**src/rtl/uart_bus_arbiter_pkg.sv**
```systemverilog
// Shared definitions for the uart register-port arbiter: register addresses,
// bus direction encoding and the access sequencer state encoding.
package uart_bus_arbiter_pkg;

    localparam logic [1:0] UART_TX_ADDR = 2'd0;
    localparam logic [1:0] UART_RX_ADDR = 2'd1;

    // uart convention: high means read
    localparam logic BUS_READ  = 1'b1;
    localparam logic BUS_WRITE = 1'b0;

    typedef enum logic [2:0] {
        StIdle  = 3'd0,
        StSetup = 3'd1,
        StClkHi = 3'd2,
        StWait  = 3'd3,
        StDone  = 3'd4
    } state_e;

endpackage

```
**src/rtl/uart_rr_arb.sv**
```systemverilog
// Two-way round-robin grant with the last_grant history register.
// The requester that did not win last time takes a tie.
module uart_rr_arb (
    input  logic clk,
    input  logic reset,
    input  logic en,
    input  logic req0,
    input  logic req1,
    output logic grant_valid,
    output logic grant,
    output logic last_grant
);

    always_comb begin
        grant_valid = req0 | req1;
        if (req0 && req1) begin
            grant = ~last_grant;
        end else begin
            grant = req1;
        end
    end

    // Reset to 1 so requester 0 wins the first tie
    always_ff @(posedge clk) begin
        if (reset) begin
            last_grant <= 1'b1;
        end else if (en && grant_valid) begin
            last_grant <= grant;
        end
    end

endmodule

```
**src/rtl/uart_bus_arbiter.sv**
```systemverilog
// Shares the uart register port between two requesters and sequences each access.
// Define UART_ARB_TIMEOUT_EN to enable the wait-state timeout and err0/err1.
module uart_bus_arbiter
    import uart_bus_arbiter_pkg::*;
#(
    parameter int unsigned CLK_HALF       = 4,
    parameter int unsigned TIMEOUT_CYCLES = 15
) (
    input  logic       clk,
    input  logic       reset,
    input  logic       req0,
    input  logic       req1,
    input  logic [1:0] addr0,
    input  logic [1:0] addr1,
    input  logic       we0,
    input  logic       we1,
    input  logic [7:0] wdata0,
    input  logic [7:0] wdata1,
    output logic       done0,
    output logic       done1,
    output logic       err0,
    output logic       err1,
    output logic [7:0] rdata,
    output logic [1:0] wb_addr,
    output logic [7:0] wb_data_in,
    output logic       wb_we,
    output logic       wb_stb,
    output logic       wb_clk,
    input  logic [7:0] wb_data_out,
    input  logic       wb_ack
);

    localparam logic [3:0] PhaseLast = 4'(CLK_HALF - 1);
    localparam logic [7:0] TmoLast   = 8'(TIMEOUT_CYCLES);

    state_e     state_q, state_d;
    logic [3:0] phase_q, phase_d;
    logic       owner_q;
    logic       grant_valid;
    logic       grant;
    logic       last_grant;
    logic       timed_out;
    logic       finish;
    logic       abort;

    uart_rr_arb u_arb (
        .clk         (clk),
        .reset       (reset),
        .en          (state_q == StIdle),
        .req0        (req0),
        .req1        (req1),
        .grant_valid (grant_valid),
        .grant       (grant),
        .last_grant  (last_grant)
    );

`ifdef UART_ARB_TIMEOUT_EN
    logic [7:0] tmo_q, tmo_d;

    assign timed_out = (tmo_q == TmoLast);

    // Counts WAIT cycles; the access gives up once it has seen TIMEOUT_CYCLES of them
    always_comb begin
        tmo_d = 8'd0;
        if (state_q == StWait && !timed_out) begin
            tmo_d = tmo_q + 8'd1;
        end
    end

    always_ff @(posedge clk) begin
        if (reset) begin
            tmo_q <= 8'd0;
        end else begin
            tmo_q <= tmo_d;
        end
    end
`else
    logic unused_timeout;

    assign timed_out      = 1'b0;
    assign unused_timeout = ^TmoLast;
`endif

    // Ack beats a simultaneous timeout
    assign finish = (state_q == StWait) && (wb_ack || timed_out);
    assign abort  = (state_q == StWait) && !wb_ack && timed_out;

    always_comb begin
        state_d = state_q;
        phase_d = phase_q;
        unique case (state_q)
            StIdle: begin
                phase_d = 4'd0;
                if (grant_valid) begin
                    state_d = StSetup;
                end
            end
            StSetup: begin
                if (phase_q == PhaseLast) begin
                    phase_d = 4'd0;
                    state_d = StClkHi;
                end else begin
                    phase_d = phase_q + 4'd1;
                end
            end
            StClkHi: begin
                if (phase_q == PhaseLast) begin
                    phase_d = 4'd0;
                    state_d = StWait;
                end else begin
                    phase_d = phase_q + 4'd1;
                end
            end
            StWait: begin
                if (finish) begin
                    state_d = StDone;
                end
            end
            StDone: begin
                state_d = StIdle;
            end
            default: begin
                state_d = StIdle;
                phase_d = 4'd0;
            end
        endcase
    end

    // Bus-side outputs are registered from the next state so they line up with it
    always_ff @(posedge clk) begin
        if (reset) begin
            state_q    <= StIdle;
            phase_q    <= 4'd0;
            owner_q    <= 1'b0;
            done0      <= 1'b0;
            done1      <= 1'b0;
            err0       <= 1'b0;
            err1       <= 1'b0;
            rdata      <= 8'd0;
            wb_addr    <= 2'd0;
            wb_data_in <= 8'd0;
            wb_we      <= BUS_WRITE;
            wb_stb     <= 1'b0;
            wb_clk     <= 1'b0;
        end else begin
            state_q <= state_d;
            phase_q <= phase_d;
            wb_stb  <= (state_d == StSetup) || (state_d == StClkHi) || (state_d == StWait);
            wb_clk  <= (state_d == StClkHi);
            done0   <= finish && !owner_q;
            done1   <= finish && owner_q;
            err0    <= abort && !owner_q;
            err1    <= abort && owner_q;

            if (state_q == StIdle && grant_valid) begin
                owner_q    <= grant;
                wb_addr    <= grant ? addr1 : addr0;
                wb_we      <= grant ? we1 : we0;
                wb_data_in <= grant ? wdata1 : wdata0;
            end

            if (state_q == StWait && wb_ack && wb_we == BUS_READ) begin
                rdata <= wb_data_out;
            end
        end
    end

endmodule

```
**config.mk**
```make
export PLATFORM = sky130hd
export DESIGN_NAME = uart_bus_arbiter
export DESIGN_NICKNAME = d
export VERILOG_FILES = /design/src/rtl/uart_bus_arbiter_pkg.sv /design/src/rtl/uart_rr_arb.sv /design/src/rtl/uart_bus_arbiter.sv
export SDC_FILE = /design/constraint.sdc
export NUM_CORES = 1
export LEC_CHECK = 0
export ABC_AREA = 1
export BUFFER_PORTS_ARGS = -buffer_cell sky130_fd_sc_hd__clkbuf_2
export CORE_UTILIZATION = 45
export CTS_CLUSTER_DIAMETER = 120
export CTS_CLUSTER_SIZE = 16
export DETAILED_ROUTE_END_ITERATION = 7
export HOLD_SLACK_MARGIN = 0.03
export PLACE_DENSITY = 0.75
export SKIP_CTS_REPAIR_TIMING = 1
export SYNTH_ARGS = -nofsm -noshare
export SYNTH_HDL_FRONTEND = slang
export SYNTH_SLANG_ARGS = --single-unit
```
**constraint.sdc**
```tcl
create_clock -name clk -period 1.4 [get_ports clk]
set_clock_uncertainty 0.1 [all_clocks]
set_input_delay 0.28 -clock clk [delete_from_list [all_inputs] [get_ports clk]]
set_output_delay 0.28 -clock clk [all_outputs]
set_load 0.005 [all_outputs]
```
# == Yosys cells after proc, flatten, opt, wreduce, memory -nomap -nowiden ==
# Cells that the tools add are included.
# word_totals
reg_bits,32
latch_bits,0
ram_bits,0
mem_bits_ro,0
inputBits,35
out_inout_bits,25
wordCells,46
n_memories,0
# classes
add_sub_neg,1
n_mul,0
div,0
order_cmp,0
eq_ne,8
shifts,0
mux,11
n_bitwise,2
n_reduce_logical,12
# op_table
operator,n
$eq 3x2->1 const B,4
$mux 3,4
$pmux 3 s4,1
$mux 8,1
$pmux 4 s2,1
$eq 3x1->1 const B,2
$logic_and 1x1->1,6
$add 4x1->4 const B,1
$eq 4x2->1 const B,1
$mux 4,1
$reduce_or 2->1,2
$eq 3x3->1 const B,1
$logic_not 3->1,1
$logic_or 1x1->1,2
$mux 1,2
$mux 2,1
$logic_not 1->1,1
$not 1->1,1
$or 1x1->1,1

# == Logic depth before layout (Yosys ltp) ==
# logic_depth
word_depth,7
ltp_mapped,8
depth_no_buf,8

# == Modules after synthesis ==
# Synthesis repeated with hierarchy kept, for this count alone.
# hier_totals
cells_unflattened,205
area_unflattened_um2,1438.9
# modules_own_cells
mod,n_inst,cells_each,area_per_inst_um2,seq_area_each_um2
uart_bus_arbiter,1,196,1378.8,620.6
uart_rr_arb,1,9,60.1,20.0

# == Least setup slack after synthesis ==
# Ideal clock, no wire load.
# synth_path
path_type,register to register
startpoint,register phase_q[0]
endpoint,register wb_stb
arrival_ns,1.027
t_required_ns,1.186
setup_slack_ns,0.158
path_stages_with_launch,9
n_path_buf,0
period_less_slack_ns,1.242
path_cell_list,dfxtp_1 ha_1 nand2_1 nor2_1 nand2_1 nand2_1 nand2_1 nand2_1 nand2_1
# synth_via
elab_chain_cells,6
elab_cells_between_ends,9
# synth_lines
element,line,text
from (decl),uart_bus_arbiter.sv:37,"logic [3:0] phase_q, phase_d;"
from (signal assigned),uart_bus_arbiter.sv:147,phase_q <= phase_d;
$eq 4x2->1 (*),"uart_bus_arbiter.sv:99, uart_bus_arbiter.sv:107",
"$mux 3, on equally long branches","uart_bus_arbiter.sv:107, uart_bus_arbiter.sv:99",
$pmux 3 s4 (*),uart_bus_arbiter.sv:91,unique case (state_q)
$eq 3x1->1 / $eq 3x2->1 (equally long branches),uart_bus_arbiter.sv:148,wb_stb <= (state_d == StSetup) || (state_d == StClkHi) || (state_d == StWait);
$logic_or 1x1->1,uart_bus_arbiter.sv:148,
$logic_or 1x1->1 (*),uart_bus_arbiter.sv:148,
to (signal assigned),uart_bus_arbiter.sv:148,
to (decl),uart_bus_arbiter.sv:27,"output logic wb_stb,"
# Every way passes the cells marked *; elsewhere a longest branch is shown, timed or not.
# A chain may end at the register's enable or synchronous reset.

# == Worst setup path in the final report ==
# layout_path
startpoint,register state_q[1]
endpoint,register wb_data_in[0]
# layout_via
elab_chain_cells,2
# layout_lines
element,line,text
from (decl),uart_bus_arbiter.sv:36,"state_e state_q, state_d;"
from (signal assigned),uart_bus_arbiter.sv:132,state_q <= StIdle;
from (signal assigned),uart_bus_arbiter.sv:146,state_q <= state_d;
$logic_not 3->1,uart_bus_arbiter.sv:155,if (state_q == StIdle && grant_valid) begin
$logic_and 1x1->1,uart_bus_arbiter.sv:155,
to (signal assigned),uart_bus_arbiter.sv:159,wb_data_in <= grant ? wdata1 : wdata0;
to (decl),uart_bus_arbiter.sv:25,"output logic [7:0] wb_data_in,"
# No other way between the ends.

==> summary.txt <==
Hold path
  • Hold path startpoint: wb_ack
  • Hold crit path type: input pin to register
  • Worst hold path depth: 3
  • Worst Hold End: state_q[2]

Setup path
  • FF-to-FF path depth: 7
  • Crit-path max FO: 19
  • Crit path capture type: register
  • CP Class: register to register
  • Worst Path Required: 1.52 ns
  • Startpoint Class: register
  • Critical Path AT: approximately 1.4 ns
  • Worst flop-to-flop path startpoint: state_q[1]
  • Reg2reg end: wb_data_in[0]
  • Setup crit start: state_q[1]
  • Reg-to-reg slack, setup: 0.1 ns

Cells and area
  • Area growth syn-to-layout: 30.7%
  • Layout cells sized above 1: between 20% and 30%
  • Fillers: between 300 and 400
  • Area taken by multi-input logic gates: 727 µm²
  • Design area: 1960 µm²
  • Register area: 644 µm²
  • N_diodes: 0
  • Final #Nets: 324

Synthesis
  • Top cells by area, synth: dfxtp_1, nor2_1, nand2_1
  • Synth area leader: dfxtp_1
  • Mapped Cells: about 220
  • Most instantiated library cell after synthesis: nor2_1
  • Synth cell count leaders: nor2_1, nand2_1, dfxtp_1
  • Asr flop ratio synth: 0%
  • Yosys warning count: 0
  • Seq/Total Area, Yosys: ~43%
  • Syn avg cell area: between 6 and 7 µm²
  • Yosys cell types: 23
  • Ys flop type: dfxtp_1
  • Synth Cell Area: about 1500 µm²
  • Share of the synthesized area in the top cell type: 42.7%
  • Post-synth EDFFs: 0
  • Flops & latches, synth: 32

Clock network
  • Clock Tree Buf Depth: 2
  • Root buffer cell: clkbuf_4
  • H-tree depth: 2
  • Clock Latency Late Sink: around 0.33 ns
  • Clk sinks: 32
  • Clock tree from TritonCTS: built
  • Reg clk slew, reported paths: 0.10 ns
  • Total CTS buffers: 5

STA
  • RSZ-0062 raised after global routing: yes
  • Minimum clock period: 1.30 ns
  • Fmax: a little under 800 MHz
  • Hold WS: 0.147 ns
  • # setup viols final: 0
  • Slew Limit Fails: 0
  • Fin crit share: 92.9%
  • Final hold violations: 0

Die
  • Die height: 59.8 µm
  • Chip width: between 50 and 60 µm
  • Row cnt: 20
  • Initial core utilization: 48.4%
  • Core area: a little over 3000 µm²
  • # IOs: 60
  • Die ar.: ~3600 µm²

Flow run
  • Max-cap violations: 0

Routing
  • DRC: 0
  • Top sig layer: met4
  • Pre-antenna DRT Iters: 4
  • Post-DRT Antenna Nets: 0
  • Via density: 4.44
  • Metal2 WL: 1.36 mm
  • Vias: 1480
  • Drt total wl: 2.97 mm
  • Met1 WL: 1.34 mm
  • WL met3: 211 µm
  • Iteration-0 DRC count of the detailed router: 79
  • Wire per inst: ~8.9 µm

Placed design
  • Placed inst area: 1880 µm²
  • Hpwl dp: between 2 and 2.5 mm
  • Port buffer count: 57
  • Gpl congestion: between 0.7 and 0.8

Global route
  • Global-route wire length before repair: 5.09 mm
  • Initial antenna violation count: 0
  • Pin count of the biggest net entering global routing: 23
  • GRT Overall Usage: a little under a fifth
  • Grt ovf: 0
  • Vias in the first global route: 1266

Pwr
  • Lkg Pwr: 1.05 nW
  • Power per Cell Area: 1010 nW/µm²
  • Peak VDD IR: between 0.9 and 1 mV

Run status
  • Status: finished clean
[placed cells by master (no fill, tap or decap)]
master,netlist,layout
inv_2,1,2
conb_1,1,2
buf_12,0,2
nor2_4,3,4
nor3_1,2,2
nand2_1,55,55
clkbuf_2,0,57
nor2_1,58,57
o21ai_0,9,9
clkinv_2,0,1
clkbuf_1,3,1
nand3_2,1,1
nor2_2,2,2
clkbuf_4,0,5
inv_1,21,20
nand3_1,8,8
nand2_2,1,1
o21ai_1,4,4
ha_1,1,1
buf_4,2,7
nand3b_1,8,8
nand4_1,2,2
dfxtp_1,32,29
a21oi_1,5,5
bufinv_16,0,1
dfxtp_2,0,3
[stage by stage]
step / TNS [ns] / cells / utilization [%] / power, mW / setup slack (ns)
after CTS: 0 / 333 / 62.9 / 2.01 / 0.0527
after detailed placement: 0 / 325 / 60.4 / 1.34 / 0.0857
after global routing: -0.00186 / 333 / 63.3 / 2.12 / -0.00186
final: 0 / 333 / 63.3 / 1.99 / 0.0994
after global placement: 0 / 325 / 60.4 / 1.33 / 0.0907
after floorplan: 0 / 225 / - / 1.20 / 0.158
[final cells by class]
cell class / instances / area share, %
inverters: 22 / 4.21
multi-input cells: 161 / 37.0
well taps: 44 / 2.80
clock inverters: 2 / 1.78
clock buffers: 6 / 2.10
flip-flops and latches: 32 / 32.8
repair buffers: 66 / 19.2
[sequential cells by signal, indices dropped and copies added (netlist names)]
| register | cells |
|---|---|
| done1 | 1 |
| wb_we | 1 |
| wb_clk | 1 |
| wb_stb | 1 |
| owner_q | 1 |
| rdata | 8 |
| state_q | 3 |
| u_arb.last_grant | 1 |
| phase_q | 4 |
| wb_addr | 2 |
| wb_data_in | 8 |
| done0 | 1 |
[kinds of logic (layout without fill, tap and decap cells)]
group | after synthesis | in the layout | synth area share [%]
other cells | 1 | 2 | 0.250
simple gates | 140 | 140 | 40.6
buf+inv | 32 | 96 | 9.67
fa+ha+maj | 1 | 1 | 0.833
compound gates | 18 | 18 | 6.00
flops | 32 | 32 | 42.7
[routing by layer]
| layer | vias to the layer above | GRT usage [%] |
|---|---|---|
| li1 | 812 | - |
| met1 | 612 | 22.0 |
| met2 | 47 | 31.4 |
| met3 | 9 | 6.93 |
| met4 | 0 | 7.31 |
| met5 | - | 0 |
[critical path: stages (launching register included)]
cell and delay [ns]:
dfxtp_2 0.36, nor2_4 0.15, nand2_2 0.08, nor2_4 0.14, buf_12 0.16, nand2_1 0.06
nor2_1 0.09, nor2_1 0.05
[power breakdown]
group	switching, mW	internal (mW)
clock network	0.301	0.374
logic	0.171	0.156
registers	0.0291	0.960
[worst max path at each step]
stage | slack [ns] | to | cells past startpoint
after floorplan | 0.16 | wb_stb | 8
after global placement | 0.09 | rdata[5] | 5
after detailed placement | 0.09 | rdata[6] | 5
after CTS | 0.05 | wb_data_in[0] | 7
after global routing | -0.002 | wb_we | 7
final | 0.1 | wb_data_in[0] | 7
No activity file was read; power rests on OpenSTA's default activity.
